===== config.mk =====
export PLATFORM = sky130hd
export DESIGN_NAME = mult_seq_ctrl_flat
export DESIGN_NICKNAME = d
export VERILOG_FILES = /design/src/rtl/mult_seq_ctrl_pkg.sv /design/src/rtl/mult_seq_ctrl_if.sv /design/src/rtl/mult_op_fifo.sv /design/src/rtl/mult_seq_ctrl.sv /design/src/flat_wrapper.sv
export SDC_FILE = /design/constraint.sdc
export NUM_CORES = 1
export LEC_CHECK = 0
export ABC_AREA = 1
export CORE_ASPECT_RATIO = 0.8
export CORE_MARGIN = 5
export CORE_UTILIZATION = 40
export CTS_BUF_LIST = sky130_fd_sc_hd__clkbuf_8
export DETAILED_ROUTE_END_ITERATION = 10
export SYNTH_ARGS = -nofsm -noshare
export SYNTH_HDL_FRONTEND = slang
export SYNTH_HIERARCHICAL = 1
export SYNTH_SLANG_ARGS = --single-unit

===== constraint.sdc =====
create_clock -name clk -period 7.87 [get_ports clk]
set_input_delay 1.9675 -clock clk [delete_from_list [all_inputs] [get_ports clk]]
set_output_delay 1.9675 -clock clk [all_outputs]
set_load 0.1 [all_outputs]

===== src/rtl/mult_seq_ctrl_pkg.sv =====
// Shared definitions for the multiplier sequencer: FSM state encoding,
// default parameter values and the wait-counter width helper.
package mult_seq_ctrl_pkg;

    localparam int W_DEFAULT           = 8;
    localparam int FIFO_DEPTH_DEFAULT  = 4;
    // Multiplier needs 9 cycles after load drops; 10 leaves one cycle of margin.
    localparam int WAIT_CYCLES_DEFAULT = 10;

    typedef enum logic [1:0] {
        ST_IDLE = 2'd0,
        ST_LOAD = 2'd1,
        ST_WAIT = 2'd2,
        ST_DONE = 2'd3
    } state_t;

    // Counter is wide enough to hold WAIT_CYCLES itself, so saturation never aliases.
    function automatic int cnt_width(input int wait_cycles);
        return $clog2(wait_cycles) + 1;
    endfunction

endpackage


===== src/rtl/mult_seq_ctrl_if.sv =====
// Bus bundle between the sequencer, its operand/result streams and the
// shift-add multiplier pins.
//
// Handshake rule for both streams (in_* and res_*): a transfer happens on a
// rising clk edge where valid and ready are both high. The producer holds
// valid and its payload unchanged until that edge; ready may be changed
// freely and has no meaning while valid is low.
interface mult_seq_ctrl_if
    import mult_seq_ctrl_pkg::*;
#(
    parameter int W = W_DEFAULT
);
    logic           in_valid;
    logic           in_ready;
    logic [W-1:0]   in_a;
    logic [W-1:0]   in_b;
    logic [W-1:0]   mul_a;
    logic [W-1:0]   mul_b;
    logic           mul_load;
    logic [2*W-1:0] mul_y;
    logic           res_valid;
    logic           res_ready;
    logic [2*W-1:0] res_y;

    // Environment side: operand source, result sink and the multiplier itself.
    modport master (
        output in_valid, in_a, in_b, res_ready, mul_y,
        input  in_ready, mul_a, mul_b, mul_load, res_valid, res_y
    );

    // Sequencer side.
    modport slave (
        input  in_valid, in_a, in_b, res_ready, mul_y,
        output in_ready, mul_a, mul_b, mul_load, res_valid, res_y
    );

endinterface


===== src/rtl/mult_op_fifo.sv =====
// Synchronous first-word-fall-through FIFO for operand pairs. Pointers carry
// one extra wrap bit so full and empty are told apart without a counter.
// A push while full is accepted only if a pop happens in the same cycle.
module mult_op_fifo #(
    parameter int DW    = 16,
    parameter int DEPTH = 4
) (
    input  logic          clk,
    input  logic          rst,
    input  logic          push,
    input  logic [DW-1:0] push_data,
    input  logic          pop,
    output logic [DW-1:0] pop_data,
    output logic          full,
    output logic          empty
);
    localparam int AW = $clog2(DEPTH);

    logic [DW-1:0] mem [DEPTH];
    logic [AW:0]   wr_ptr;
    logic [AW:0]   rd_ptr;
    logic          do_push;
    logic          do_pop;

    assign empty    = (wr_ptr == rd_ptr);
    assign full     = (wr_ptr[AW] != rd_ptr[AW]) && (wr_ptr[AW-1:0] == rd_ptr[AW-1:0]);
    assign do_pop   = pop && !empty;
    assign do_push  = push && (!full || do_pop);
    assign pop_data = mem[rd_ptr[AW-1:0]];

    // Pointer update; both pointers wrap naturally modulo 2*DEPTH.
    always_ff @(posedge clk) begin
        if (rst) begin
            wr_ptr <= '0;
            rd_ptr <= '0;
        end else begin
            if (do_push) wr_ptr <= wr_ptr + 1'b1;
            if (do_pop)  rd_ptr <= rd_ptr + 1'b1;
        end
    end

    // Storage write; contents need no reset because empty guards every read.
    always_ff @(posedge clk) begin
        if (do_push) mem[wr_ptr[AW-1:0]] <= push_data;
    end

endmodule


===== src/rtl/mult_seq_ctrl.sv =====
// Sequencer for the 8x8 shift-add multiplier: queues operand pairs, loads
// them one at a time, waits a fixed compute window and returns the product
// on a valid/ready result stream.
// Optional build macro MULT_SEQ_ZERO_BYPASS_EN: pairs with a zero operand are
// answered with 0 without pulsing mul_load or touching mul_a/mul_b.
module mult_seq_ctrl
    import mult_seq_ctrl_pkg::*;
#(
    parameter int W           = W_DEFAULT,
    parameter int FIFO_DEPTH  = FIFO_DEPTH_DEFAULT,
    parameter int WAIT_CYCLES = WAIT_CYCLES_DEFAULT
) (
    input  logic           clk,
    input  logic           rst,
    mult_seq_ctrl_if.slave bus,
    output state_t         dbg_state
);
    localparam int             CW       = cnt_width(WAIT_CYCLES);
    localparam logic [CW-1:0]  CNT_LAST = CW'(WAIT_CYCLES - 1);

    state_t         state;
    logic [CW-1:0]  cnt;
    logic [W-1:0]   mul_a_q;
    logic [W-1:0]   mul_b_q;
    logic           mul_load_q;
    logic           res_valid_q;
    logic [2*W-1:0] res_y_q;

    logic           full;
    logic           empty;
    logic           push;
    logic           pop;
    logic           res_ack;
    logic [2*W-1:0] head;

`ifdef MULT_SEQ_ZERO_BYPASS_EN
    logic           zero_pend;
    logic           head_zero;
    assign head_zero = (head[2*W-1:W] == '0) || (head[W-1:0] == '0);
`endif

    assign bus.in_ready  = !full && !rst;
    assign push          = bus.in_valid && bus.in_ready;
    assign res_ack       = res_valid_q && bus.res_ready;
    // Next pair is taken when idle, or straight out of DONE as the result leaves.
    assign pop           = !empty && ((state == ST_IDLE) || ((state == ST_DONE) && res_ack));

    assign bus.mul_a     = mul_a_q;
    assign bus.mul_b     = mul_b_q;
    assign bus.mul_load  = mul_load_q;
    assign bus.res_valid = res_valid_q;
    assign bus.res_y     = res_y_q;
    assign dbg_state     = state;

    mult_op_fifo #(
        .DW    (2 * W),
        .DEPTH (FIFO_DEPTH)
    ) u_fifo (
        .clk       (clk),
        .rst       (rst),
        .push      (push),
        .push_data ({bus.in_a, bus.in_b}),
        .pop       (pop),
        .pop_data  (head),
        .full      (full),
        .empty     (empty)
    );

    // Sequencer FSM with registered multiplier pins, wait counter and result register.
    always_ff @(posedge clk) begin
        if (rst) begin
            state       <= ST_IDLE;
            cnt         <= '0;
            mul_a_q     <= '0;
            mul_b_q     <= '0;
            mul_load_q  <= 1'b0;
            res_valid_q <= 1'b0;
            res_y_q     <= '0;
`ifdef MULT_SEQ_ZERO_BYPASS_EN
            zero_pend   <= 1'b0;
`endif
        end else begin
            mul_load_q <= 1'b0;
            case (state)
                ST_IDLE, ST_DONE: begin
                    if ((state == ST_DONE) && res_ack) res_valid_q <= 1'b0;
                    if (pop) begin
`ifdef MULT_SEQ_ZERO_BYPASS_EN
                        if (head_zero) begin
                            zero_pend <= 1'b1;
                        end else begin
                            mul_a_q    <= head[2*W-1:W];
                            mul_b_q    <= head[W-1:0];
                            mul_load_q <= 1'b1;
                        end
`else
                        mul_a_q    <= head[2*W-1:W];
                        mul_b_q    <= head[W-1:0];
                        mul_load_q <= 1'b1;
`endif
                        state <= ST_LOAD;
                    end else if ((state == ST_DONE) && res_ack) begin
                        state <= ST_IDLE;
                    end
                end
                ST_LOAD: begin
                    cnt <= '0;
`ifdef MULT_SEQ_ZERO_BYPASS_EN
                    if (zero_pend) begin
                        // Product of a zero operand is known without the multiplier.
                        zero_pend   <= 1'b0;
                        res_y_q     <= '0;
                        res_valid_q <= 1'b1;
                        state       <= ST_DONE;
                    end else begin
                        state <= ST_WAIT;
                    end
`else
                    state <= ST_WAIT;
`endif
                end
                ST_WAIT: begin
                    if (cnt == CNT_LAST) begin
                        res_y_q     <= bus.mul_y;
                        res_valid_q <= 1'b1;
                        state       <= ST_DONE;
                    end else if (cnt != '1) begin
                        cnt <= cnt + 1'b1;
                    end
                end
                default: state <= ST_IDLE;
            endcase
        end
    end

endmodule


===== src/flat_wrapper.sv =====
// flat-port wrapper written by rule: the top's interface ports become plain ports
module mult_seq_ctrl_flat import mult_seq_ctrl_pkg::*;
#(
    parameter int W           = W_DEFAULT,
    parameter int FIFO_DEPTH  = FIFO_DEPTH_DEFAULT,
    parameter int WAIT_CYCLES = WAIT_CYCLES_DEFAULT
)
  (clk, rst, dbg_state, bus_in_valid, bus_in_a, bus_in_b, bus_res_ready, bus_mul_y, bus_in_ready, bus_mul_a, bus_mul_b, bus_mul_load, bus_res_valid, bus_res_y);
  mult_seq_ctrl_if #(.W(W)) bus_i ();
  input  logic clk;
  input  logic rst;
  output state_t dbg_state;
  input wire logic [$bits(bus_i.in_valid)-1:0] bus_in_valid;
  input wire logic [$bits(bus_i.in_a)-1:0] bus_in_a;
  input wire logic [$bits(bus_i.in_b)-1:0] bus_in_b;
  input wire logic [$bits(bus_i.res_ready)-1:0] bus_res_ready;
  input wire logic [$bits(bus_i.mul_y)-1:0] bus_mul_y;
  output wire logic [$bits(bus_i.in_ready)-1:0] bus_in_ready;
  output wire logic [$bits(bus_i.mul_a)-1:0] bus_mul_a;
  output wire logic [$bits(bus_i.mul_b)-1:0] bus_mul_b;
  output wire logic [$bits(bus_i.mul_load)-1:0] bus_mul_load;
  output wire logic [$bits(bus_i.res_valid)-1:0] bus_res_valid;
  output wire logic [$bits(bus_i.res_y)-1:0] bus_res_y;
  assign bus_i.in_valid = bus_in_valid;
  assign bus_i.in_a = bus_in_a;
  assign bus_i.in_b = bus_in_b;
  assign bus_i.res_ready = bus_res_ready;
  assign bus_i.mul_y = bus_mul_y;
  assign bus_in_ready = bus_i.in_ready;
  assign bus_mul_a = bus_i.mul_a;
  assign bus_mul_b = bus_i.mul_b;
  assign bus_mul_load = bus_i.mul_load;
  assign bus_res_valid = bus_i.res_valid;
  assign bus_res_y = bus_i.res_y;
  mult_seq_ctrl #(.W(W), .FIFO_DEPTH(FIFO_DEPTH), .WAIT_CYCLES(WAIT_CYCLES)) u_core (.clk(clk), .rst(rst), .bus(bus_i), .dbg_state(dbg_state));
endmodule

==> results.cfg <==
[clocking]
cts_tree = yes
cts_resized = 0
clock-sinks = 113
root_buffer = clkbuf_8
clock_path_buffers = 2
ctsHoldBuffers = 0
cts-htree-levels = 4
clkTransAtPathRegs_ns = 0.07
numCtsBuffers = 17
cts_setup_buffers = 0
insertion_delay_ns = 0.43

[sta]
setup_violations = 0
rsz0062_at_grt = no
max_freq_mhz = 171.5
tightest_slew_ns = 1.003
setup-tns-final_ns = 0
fin_skew_ns = 0.01235
setup_ws_ns = 2.041
slew_headroom = 0.3292
finalCritPeriodShare = 0.7407
fin_crit_ns = 5.829
finalMaxSlewViolations = 0
hold_violations = 0

[yosys]
synth_area_leaders = edfxtp_1 42%, dfxtp_1 22%, a21oi_1 4.8%, nor2_1 4.2%, nand2_1 4.0%
postSynthAreaPerCell_um2 = 10.35
synthArstFlopShare = 0
synth_flop_cell = edfxtp_1
synth_cell_types = 30
synth_nets = 488
ys_seq_area_frac = 0.6372
yosys.area.top_type = edfxtp_1
yosys_warnings = 6
synthTopCellsByCount = 64 x edfxtp_1, 51 x nor2_1, 49 x dfxtp_1
synth_top_area_share = 0.4219
synth_area_um2 = 4556
synth-seq-cells = 113
synth_cells = 440
synth-edff-count = 64
synth.most_common_cell = edfxtp_1

[cells_and_area]
fin_nets = 562
area_growth_pct = 27.63
fin_util = 0.5277
multi_input_comb_area_um2 = 1386
drive_gt1_frac = 0.09677
antenna_cells = 0
ff_latch_area_um2 = 2903
fillers = 963

[power_and_ir_drop]
combinationalPowerShare = 0.278
clkPwrFrac = 0.333
p_sw_mw = 0.6375
max-vdd-ir-drop_mv = 0.1127
p_sw_frac = 0.3581
p_per_area_nw_per_um2 = 306.2
p_leak_nw = 2.071
p_seq_frac = 0.389
internal_power_mw = 1.143

[critical_path]
crit_path_max_incr_delay_ns = 1.14
required_ns = 5.90
path_cells = clkdlybuf4s50_1, buf_4, nor2_1, clkdlybuf4s50_1
arrival_ns = 3.86
path_buf_inv = 3
crit_type = primary input to output port
start_kind = primary input
critPathTopFamily = buffers and inverters
crit_path_max_fanout = 29
r2r_setup_slack_ns = 4.89
cp_slowest_cell = clkdlybuf4s50_1
end_kind = output port
cpMostUsedCell = clkdlybuf4s50_1

[route]
via_count = 3247
drt_first_pass_iters = 4
drt_iter0_markers = 252
wl_mm = 10.16
routed_via_density = 4.839
wire_per_inst_um = 15.14
drc = 0
ant_nets = 0

[status]
outcome = complete, no violations

[floorplan]
start_util = 0.4135
io_pins = 73
rows = 34
core_area_um2 = 11020
die_w_um = 129.3
dieArea_um2 = 13640
dieHeight_um = 105.5

[run]
max_cap_violations = 0

[place]
gp_congestion = 0.8267
pre_cts_slack_ns = 2.026
port_buffers = 72
place_hpwl_mm = 6.608

[global_routing]
grt_start_max_net_pins = 35
antenna_found_initial = 0
grt_util_all_layers = 0.1558
grt_pass1_vias = 3193
grt_pass1_wl_mm = 16.53
overflow = 0

[worst_hold_path]
hp-class = flip-flop to flip-flop
[per-stage QoR]
stage / cells / hold slack [ns] / power [mW] / cell area, µm²
after global routing: 671 / 0.4730 / 1.866 / 5814
after floorplan: 440 / 0.4696 / 1.084 / 4556
after global placement: 639 / 0.4339 / 1.195 / 5374
final: 671 / 0.4456 / 1.780 / 5814
after detailed placement: 639 / 0.4392 / 1.200 / 5374
after CTS: 671 / 0.4481 / 1.798 / 5814
[logic make-up (layout without fill, tap and decap cells)]
logic type | Yosys count | after routing | share of synthesized area
adders and majority gates | 12 | 12 | 0.03296
xor gates and xnor gates | 3 | 3 | 0.007417
buffers and inverters | 64 | 151 | 0.06070
AOI/OAI and AO/OA | 117 | 117 | 0.1368
DFF | 113 | 113 | 0.6372
and+or+nand+nor | 131 | 131 | 0.1250
[registers in the layout, summed over array words and instances, names as in the netlist, named ones only]
register,cells
u_core/bus.res_y,16
u_core/bus.mul_a,8
u_core/bus.mul_b,8
u_core/u_fifo/wr_ptr,3
u_core/bus.mul_load,1
u_core/u_fifo/rd_ptr,3
u_core/bus.res_valid,1
u_core/u_fifo/mem,64
u_core/dbg_state,2
u_core/cnt,5
[final timing paths]
| check | depth (start not counted) | end | start |
|---|---|---|---|
| worst min register to register | 2 | u_core/bus.res_y[8] | u_core/bus.res_y[8] |
| worst max-delay path | 4 | bus_in_ready | rst |
| worst min-delay path | 2 | u_core/bus.res_y[8] | u_core/bus.res_y[8] |
| worst max register to register | 10 | u_core/u_fifo/mem[3][6] | u_core/u_fifo/wr_ptr[1] |
[worst min-delay path: stages, from the launching register on]
cell and delay, ns:
dfxtp_1 0.31, inv_1 0.05, a21oi_1 0.05
[cell type report]
cell class	instances	share of cell area
Tap cell	144	0.03099
Clock buffer	18	0.04261
Timing Repair Buffer	74	0.1265
Inverter	45	0.02905
Clock inverter	14	0.03314
Multi-Input combinational cell	263	0.2384
Sequential cell	113	0.4992
[cells in the final DEF, fill, tap and decap left out, types with 3 or more instances in the layout]
master / instances
a21oi_1: 44
bufinv_16: 4
clkbuf_8: 18
clkdlybuf4s50_1: 72
clkinv_4: 6
dfxtp_1: 49
edfxtp_1: 64
ha_1: 12
inv_1: 43
inv_2: 3
nand2_1: 48
nand2_2: 3
nand3_1: 21
nand3_2: 3
nor2_1: 47
nor2_2: 5
o21ai_0: 22
o21ai_1: 32
o22ai_1: 16
[power by group through the flow]
stage / Sequential [mW] / Combinational (mW) / Clock (mW)
2_1_floorplan: 0.865 / 0.219 / 0
3_3_place_gp: 0.703 / 0.491 / 0
3_5_place_dp: 0.705 / 0.495 / 0
4_1_cts: 0.693 / 0.498 / 0.606
5_1_grt: 0.697 / 0.536 / 0.633
6_report: 0.692 / 0.496 / 0.593
[metal layers]
metal  wire (µm)  global-route usage  share of wire  vias up
li1            -                   -              -     1662
met1        4707              0.2045           0.46     1502
met2        4730              0.2456           0.47       71
met3         577             0.04853          0.057       12
met4         144             0.05172          0.014        0
met5           0                   0              0        -
No activity file was read; power rests on OpenSTA's default activity.
